<file path="config.mk">
export PLATFORM = sky130hd
export DESIGN_NAME = mem_port_arbiter
export DESIGN_NICKNAME = d
export VERILOG_FILES = /design/src/rtl/mem_port_arbiter.sv
export SDC_FILE = /design/constraint.sdc
export NUM_CORES = 1
export LEC_CHECK = 0
export ABC_AREA = 0
export CELL_PAD_IN_SITES_DETAIL_PLACEMENT = 1
export CELL_PAD_IN_SITES_GLOBAL_PLACEMENT = 2
export CORE_ASPECT_RATIO = 0.75
export CORE_MARGIN = 3
export CORE_UTILIZATION = 23
export DETAILED_ROUTE_END_ITERATION = 8
export GPL_TIMING_DRIVEN = 0
export PLACE_DENSITY_LB_ADDON = 0.15
export SYNTH_ARGS = -nofsm -noshare
export SYNTH_HDL_FRONTEND = slang
export SYNTH_SLANG_ARGS = --single-unit
</file>
<file path="constraint.sdc">
create_clock -name clk -period 1.6 [get_ports clk]
set_input_delay 0.48 -clock clk [delete_from_list [all_inputs] [get_ports clk]]
set_output_delay 0.48 -clock clk [all_outputs]
set_load 0.02 [all_outputs]
</file>
<file path="src/rtl/mem_port_arbiter.sv">
// Arbitrates the single-port, variable-latency memory between instruction fetch and the
// MEM stage. MEM always wins; stall_mem freezes the pipeline while a load/store is pending.
module mem_port_arbiter #(
   parameter int WORD_LEN = 32,
   parameter int TIMEOUT  = 64,
   parameter int CNT_W    = 7
) (
   input  logic                clk,
   input  logic                rst,
   input  logic                if_req,
   input  logic [WORD_LEN-1:0] if_addr,
   input  logic                if_flush,
   input  logic                if_hold_ext,
   input  logic                mem_r_en,
   input  logic                mem_w_en,
   input  logic [WORD_LEN-1:0] mem_addr,
   input  logic [WORD_LEN-1:0] mem_wdata,
   output logic                bus_req,
   output logic                bus_we,
   output logic [WORD_LEN-1:0] bus_addr,
   output logic [WORD_LEN-1:0] bus_wdata,
   input  logic [WORD_LEN-1:0] bus_rdata,
   input  logic                bus_ack,
   output logic                if_valid,
   output logic [WORD_LEN-1:0] if_rdata,
   output logic                mem_done,
   output logic [WORD_LEN-1:0] mem_rdata,
   output logic                stall_mem,
   output logic                bus_err
);

   typedef enum logic [1:0] {IDLE, MEM_ACC, IF_ACC} state_t;

   state_t           state;
   logic [CNT_W-1:0] wait_cnt;
   logic             drop;
   logic             mem_pend;
   logic             if_consume;
   logic             timeout;

   // mem_done masks the request so the finished instruction is not reissued
   assign mem_pend   = (mem_r_en | mem_w_en) & ~mem_done;
   assign stall_mem  = mem_pend;
   assign if_consume = if_valid & ~if_hold_ext & ~mem_pend;
   assign timeout    = (wait_cnt == CNT_W'(TIMEOUT - 1));

   always_ff @(posedge clk or negedge rst) begin
      if (!rst) begin
         state     <= IDLE;
         wait_cnt  <= '0;
         drop      <= 1'b0;
         bus_req   <= 1'b0;
         bus_we    <= 1'b0;
         bus_addr  <= '0;
         bus_wdata <= '0;
         if_valid  <= 1'b0;
         if_rdata  <= '0;
         mem_done  <= 1'b0;
         mem_rdata <= '0;
         bus_err   <= 1'b0;
      end else begin
         mem_done <= 1'b0;
         if (if_flush || if_consume)
            if_valid <= 1'b0;

         case (state)
            IDLE: begin
               wait_cnt <= '0;
               if (mem_pend) begin
                  bus_addr  <= mem_addr;
                  bus_we    <= mem_w_en;
                  bus_wdata <= mem_wdata;
                  bus_req   <= 1'b1;
                  state     <= MEM_ACC;
               end else if (if_req && !if_valid) begin
                  bus_addr <= if_addr;
                  bus_we   <= 1'b0;
                  bus_req  <= 1'b1;
                  drop     <= if_flush;
                  state    <= IF_ACC;
               end
            end

            MEM_ACC: begin
               if (bus_ack) begin
                  bus_req  <= 1'b0;
                  bus_we   <= 1'b0;
                  if (!bus_we)
                     mem_rdata <= bus_rdata;
                  mem_done <= 1'b1;
                  state    <= IDLE;
               end else if (timeout) begin
                  bus_req   <= 1'b0;
                  bus_we    <= 1'b0;
                  bus_err   <= 1'b1;
                  mem_done  <= 1'b1;
                  mem_rdata <= '0;
                  state     <= IDLE;
               end else begin
                  wait_cnt <= wait_cnt + CNT_W'(1);
               end
            end

            IF_ACC: begin
               // a flush landing with the ack also discards the returning word
               if (bus_ack) begin
                  bus_req <= 1'b0;
                  drop    <= 1'b0;
                  state   <= IDLE;
                  if (!drop && !if_flush) begin
                     if_rdata <= bus_rdata;
                     if_valid <= 1'b1;
                  end
               end else if (timeout) begin
                  bus_req <= 1'b0;
                  bus_err <= 1'b1;
                  drop    <= 1'b0;
                  state   <= IDLE;
               end else begin
                  wait_cnt <= wait_cnt + CNT_W'(1);
                  if (if_flush)
                     drop <= 1'b1;
               end
            end

            default: state <= IDLE;
         endcase
      end
   end

endmodule

</file>
After elaboration in Yosys (flattened, before gate mapping)
Index checks and enable logic that the tools add are counted.
{"block": "word_totals", "regBits": 143, "latch_bits": 0, "ramBits": 0, "rom_bits": 0, "inputBits": 136, "output_inout_bits": 134, "wordCells": 90, "memories": 0}
{"block": "classes", "add_sub_neg": 1, "n_mul": 0, "n_div": 0, "magnitude_cmp": 0, "eq_ne": 12, "shifts": 0, "muxes": 34, "bitwise": 8, "n_reduce_logical": 23}
{"op": "2-to-1 mux 32 bit", "n": 5}
{"op": "2-to-1 mux 1 bit", "n": 18}
{"op": "AND reduction 3 bit", "n": 6}
{"op": "2-to-1 mux 7 bit", "n": 2}
{"op": "case mux 7 bit (2 select lines)", "n": 1}
{"op": "inequality test 2 bit, second input constant", "n": 5}
{"op": "nonzero test 2 bit", "n": 5}
{"op": "2-to-1 mux 2 bit", "n": 4}
{"op": "adder 7 x 1 -> 7 bit, second input constant", "n": 1}
{"op": "== test 7 x 6 -> 1 bit, second input constant", "n": 1}
{"op": "inequality test 3 bit, second input constant", "n": 2}
{"op": "case mux 1 bit (2 select lines)", "n": 3}
{"op": "AND reduction 2 bit", "n": 3}
{"op": "inequality test 4 bit, second input constant", "n": 1}
{"op": "NOT 1 bit", "n": 4}
{"op": "case mux 2 bit (2 select lines)", "n": 1}
{"op": "AND reduction 4 bit", "n": 1}
{"op": "AND 1 bit", "n": 3}
{"op": "zero test 1 bit", "n": 3}
{"op": "inequality test 3 x 1 -> 1 bit, second input constant", "n": 1}
{"op": "== test 2 x 1 -> 1 bit, second input constant", "n": 1}
{"op": "== test 2 bit, second input constant", "n": 1}
{"op": "logical AND 1 bit", "n": 2}
{"op": "zero test 2 bit", "n": 1}
{"op": "3 further kinds", "n": 3}

Longest topological paths before layout
{"block": "logic_depth", "depth_word": 9, "depth_mapped": 7, "ltp_nobuf": 6}

Least setup slack after synthesis
Ideal clock, no wire load.
{"block": "synth_timing", "path_type": "input -> register", "start": "in mem_w_en", "end": "reg bus_wdata[10]", "arrival_ns": 1.593, "setup_slack_ns": -0.118, "stages": 6, "path_buffers": 2, "path_cell_list": "o21bai_1 > buf_2 > inv_2 > nand2_1 > buf_2 > mux2_2"}
{"block": "synth_between", "elab_chain_len": 3}
{"item": "from (decl)", "line_no": "15", "source": "input logic mem_w_en,"}
{"item": "OR 1 bit", "line_no": "42", "source": "assign mem_pend = (mem_r_en | mem_w_en) & ~mem_done;"}
{"item": "AND 1 bit", "line_no": "42"}
{"item": "net stall_mem", "line_no": "28", "source": "output logic stall_mem,"}
{"item": "AND reduction 2 bit (no source line)"}
{"item": "to (signal assigned)", "line_no": "72", "source": "bus_wdata <= mem_wdata;"}
{"item": "to (decl)", "line_no": "21", "source": "output logic [WORD_LEN-1:0] bus_wdata,"}
The timed path passes the listed nets, and every way through them passes these cells.
A chain may end at the register's enable or synchronous reset.

Worst setup path after layout
{"block": "layout_timing", "start": "reg mem_done", "end": "out stall_mem"}
{"block": "layout_between", "elab_chain_len": 2}
{"item": "from (decl)", "line_no": "26", "source": "output logic mem_done,"}
{"item": "from (signal assigned)", "line_no": "58", "source": "mem_done <= 1'b0;"}
{"item": "from (signal assigned)", "line_no": "62", "source": "mem_done <= 1'b0;"}
{"item": "from (signal assigned)", "line_no": "90", "source": "mem_done <= 1'b1;"}
{"item": "NOT 1 bit", "line_no": "42"}
{"item": "AND 1 bit", "line_no": "42"}
{"item": "to (decl)", "line_no": "28"}
No other way between the ends.

==> impl_table.tex <==
\begin{tabular}{lr}
\hline
Metric & Value \\
\hline
\multicolumn{2}{l}{\textbf{Die}} \\
Die Y-Extent & 143.8 um \\
Die width & 189.8 um \\
Core ar. & 0.02440 mm2 \\
Starting Density & 23.87\% \\
DIE AREA & 0.02729 mm2 \\
Site row count & 49 \\
I/O Pins & 270 \\
\multicolumn{2}{l}{\textbf{Clock tree}} \\
Root buffer cell & sky130\_fd\_sc\_hd\_\_clkbuf\_16 \\
Hold buffers post-CTS & 0 \\
Clock latency reported for the late side of the worst-skew pair & 430 ps \\
Htree depth & 4 \\
Clk sinks & 143 \\
TritonCTS clock tree & built \\
Clock-pin slew on the worst setup and hold paths & 60 ps \\
Number of buffers between clock root and the deepest sink & 2 \\
CTS buffer count & 17 \\
\multicolumn{2}{l}{\textbf{Timing}} \\
Least-Margin Pin Slew & 549.8 ps \\
Count of final max-slew check failures & 0 \\
Final hold violation count & 0 \\
Setup repair after global routing missed its margin & yes \\
Part of the cycle the worst path needs & 106.0\% \\
Worst hold margin & 9.632 ps \\
Max-slew headroom & 63.35\% \\
Setup TNS & -1709 ps \\
Least setup slack across all paths after layout & -96.50 ps \\
Time the worst path needs with I/O delays and setup & 1696 ps \\
Maximum clock skew at final layout & 7.451 ps \\
Total of endpoints with negative setup slack in the final report & 51 \\
Maximum clock frequency & 589.5 MHz \\
\multicolumn{2}{l}{\textbf{Layout}} \\
Fraction of layout cells with a size suffix above 1 & 41.39\% \\
Total area of sequential cells & 0.003582 mm2 \\
\# diodes & 0 \\
Number of inserted filler cells in the final layout & 2603 \\
Area used by multi-input combinational logic & 0.002369 mm2 \\
Post-layout utilization of the core & 42.33\% \\
Layout area overhead & 77.34\% \\
Final net count & 906 \\
\multicolumn{2}{l}{\textbf{Global routing}} \\
Global-route wire length before repair & 32840 um \\
Initial antenna violation count & 1 \\
Maximum number of pins on one net before global-route repair & 92 \\
Final global-route overflow total & 0 \\
Total global routing track utilization & 15.68\% \\
Number of global-route vias before repair & 5433 \\
\multicolumn{2}{l}{\textbf{Critical path}} \\
Arrival time worst endpoint & 1220 ps \\
Kind of start point of the critical path & flip-flop \\
Critical Path Sink Type & output pin \\
Critical path start-end classification & flip-flop to output pin \\
Req. time, crit path & 1120 ps \\
Critical path fanouts, max & 2 \\
\multicolumn{2}{l}{\textbf{Routing}} \\
Total routed wirelength & 21410 um \\
Total via count after detailed routing & 4866 \\
Antenna-violating nets left & 0 \\
Post-DR wirelength/cell & 19.31 um \\
DRC violation count after routing & 0 \\
Via density per instance & 4.388 \\
Pre-antenna DRT Iters & 4 \\
DRC violation total after the first TritonRoute iteration & 166 \\
\multicolumn{2}{l}{\textbf{Yosys}} \\
Ys flop type & sky130\_fd\_sc\_hd\_\_dfrtp\_1 \\
Synth area leaders & sky130\_fd\_sc\_hd\_\_dfrtp\_1 (61\%), sky130\_fd\_sc\_hd\_\_mux2\_2 (13\%), sky130\_fd\_sc\_hd\_\_mux2i\_1 (5.7\%) \\
Synth warn & 0 \\
Post-Synthesis Net Count & 580 \\
Post-synthesis instance area & 0.005824 mm2 \\
Register bit total from synthesis & 143 \\
Cell type with the highest aggregate area in the netlist & sky130\_fd\_sc\_hd\_\_dfrtp\_1 \\
Share of the yosys chip area belonging to registers & 61.44\% \\
Post-synthesis average cell area & 13.27 um2 \\
Fraction of post-synthesis cell area in the top cell type by area & 61.44\% \\
Library cells used by synthesis & 40 \\
Share of async-settable or async-resettable flops after synthesis & 100.0\% \\
Number of enable-type register cells in the synthesized netlist & 0 \\
Gate count after technology mapping & 439 \\
\multicolumn{2}{l}{\textbf{Run status}} \\
Failing checks & negative setup slack \\
Run status & complete, but fails checks \\
\multicolumn{2}{l}{\textbf{Power}} \\
IR Drop Worst-Case VDD & 756.5 uV \\
Power per standard cell area & 1965 mW/mm2 \\
Leakage dissipation & 4.571 nW \\
\multicolumn{2}{l}{\textbf{Place}} \\
Count of buffers inserted at the top-level ports & 269 \\
Half-perimeter wire length after detailed placement & 14810 um \\
Global placement routability congestion & 0.7525 \\
\multicolumn{2}{l}{\textbf{Hold path}} \\
Class of the tightest hold or removal check & primary input to asynchronous set/reset pin \\
\multicolumn{2}{l}{\textbf{Run}} \\
Total of max-cap violations & 0 \\
\hline
\end{tabular}
area by class of cell:
| type | count | area share (%) |
|---|---|---|
| tap | 331 | 4.010 |
| clock buffer | 22 | 4.591 |
| buffer | 21 | 2.241 |
| timing repair buffer | 311 | 30.03 |
| inverter | 4 | 0.2180 |
| clock inverter | 10 | 1.296 |
| multi-input combinational | 267 | 22.93 |
| sequential | 143 | 34.68 |
per-layer routing:
| metal | up-vias | global-route usage (%) | wire, um |
|---|---|---|---|
| met2 | 165 | 25.46 | 10210 |
| met4 | 2 | 4.316 | 198 |
| li1 | 2226 | - | - |
| met3 | 18 | 5.682 | 1469 |
| met5 | - | 0 | 20 |
| met1 | 2455 | 19.88 | 9518 |
registers in the layout, summed over array words and instances (netlist names):
register / count
bus_addr: 32
bus_wdata: 32
if_rdata: 32
mem_rdata: 32
wait_cnt: 7
state: 2
bus_err: 1
bus_req: 1
bus_we: 1
drop: 1
if_valid: 1
mem_done: 1
through the flow:
stage | setup slack, ps | power [mW] | cell area (um2) | cells
2_1_floorplan | -13.20 | 11.00 | 5858 | 439
3_3_place_gp | -6514 | 15.64 | 8965 | 1039
3_5_place_dp | -887.5 | 15.88 | 8994 | 1040
4_1_cts | -183.0 | 20.73 | 10510 | 1108
5_1_grt | -148.6 | 21.52 | 10330 | 1109
6_report | -96.50 | 20.30 | 10330 | 1109
cell families (layout without fill, tap and decap cells):
family / after synthesis / after routing / share of synthesized area (%)
adders and majority gates: 5 / 5 / 1.074
buffers and inverters: 29 / 368 / 2.234
AOI/OAI and AO/OA: 91 / 91 / 11.04
muxes: 98 / 98 / 18.24
and+or+nand+nor: 73 / 73 / 5.972
DFF: 143 / 143 / 61.44
critical path, stage by stage (launching register included):
cell,delay (ps)
sky130_fd_sc_hd__dfrtp_2,400
sky130_fd_sc_hd__o21bai_4,210
sky130_fd_sc_hd__inv_8,70
sky130_fd_sc_hd__buf_6,110
where the power goes:
group          switching [mW]  internal, mW  total, mW
combinational            5.09          4.83       9.92
sequential              0.932          5.30       6.24
clock                    1.57          2.57       4.14
total                    7.59          12.7       20.3
cell usage after synthesis, types with 2 or more instances:
| cell type | number |
|---|---|
| sky130_fd_sc_hd__o311ai_0 | 3 |
| sky130_fd_sc_hd__mux2_2 | 65 |
| sky130_fd_sc_hd__nor2b_1 | 5 |
| sky130_fd_sc_hd__inv_1 | 3 |
| sky130_fd_sc_hd__clkbuf_1 | 8 |
| sky130_fd_sc_hd__a31o_2 | 2 |
| sky130_fd_sc_hd__a22o_1 | 32 |
| sky130_fd_sc_hd__o31ai_1 | 2 |
| sky130_fd_sc_hd__a21oi_1 | 5 |
| sky130_fd_sc_hd__nor2_1 | 7 |
| sky130_fd_sc_hd__nand3_1 | 6 |
| sky130_fd_sc_hd__ha_1 | 5 |
| sky130_fd_sc_hd__o21ai_0 | 33 |
| sky130_fd_sc_hd__and2_1 | 2 |
| sky130_fd_sc_hd__o21ai_2 | 2 |
| sky130_fd_sc_hd__dfrtp_1 | 143 |
| sky130_fd_sc_hd__mux2i_1 | 33 |
| sky130_fd_sc_hd__nand2_1 | 43 |
| sky130_fd_sc_hd__nand2b_1 | 3 |
| sky130_fd_sc_hd__buf_2 | 17 |
worst paths after layout:
check / cells after the start / slack, ps / startpoint / end
worst max-delay path: 3 / -100 / mem_done$_DFF_PN0_ / stall_mem
worst min-delay path: 1 / 10 / rst / bus_addr[7]$_DFFE_PN0P_
worst max register to register: 8 / -70 / state[1]$_DFFE_PN0P_ / if_rdata[21]$_DFFE_PN0P_
worst min register to register: 2 / 480 / bus_addr[12]$_DFFE_PN0P_ / bus_addr[12]$_DFFE_PN0P_
max in group asynchronous: 2 / 760 / rst / mem_rdata[22]$_DFFE_PN0P_
min in group clk: 2 / 480 / bus_addr[12]$_DFFE_PN0P_ / bus_addr[12]$_DFFE_PN0P_
placed cells by master (no fill, tap or decap), types with 32 or more instances in the layout:
| cell type | n |
|---|---|
| sky130_fd_sc_hd__dfrtp_1 | 140 |
| sky130_fd_sc_hd__mux2_4 | 32 |
| sky130_fd_sc_hd__a22o_1 | 32 |
| sky130_fd_sc_hd__clkdlybuf4s50_1 | 131 |
| sky130_fd_sc_hd__o21ai_0 | 33 |
| sky130_fd_sc_hd__nand2_1 | 41 |
| sky130_fd_sc_hd__mux2_2 | 33 |
| sky130_fd_sc_hd__buf_4 | 32 |
| sky130_fd_sc_hd__buf_2 | 33 |
| sky130_fd_sc_hd__clkdlybuf4s15_2 | 90 |
repair_timing:
item,4_1_cts,5_1_grt
pin swaps,6,14
gates cloned,6,0
setup buffers,32,8
endpoints found under the setup margin,273,172
gates resized for setup,512,67
Note: power is estimated with default switching activity, not from simulation.
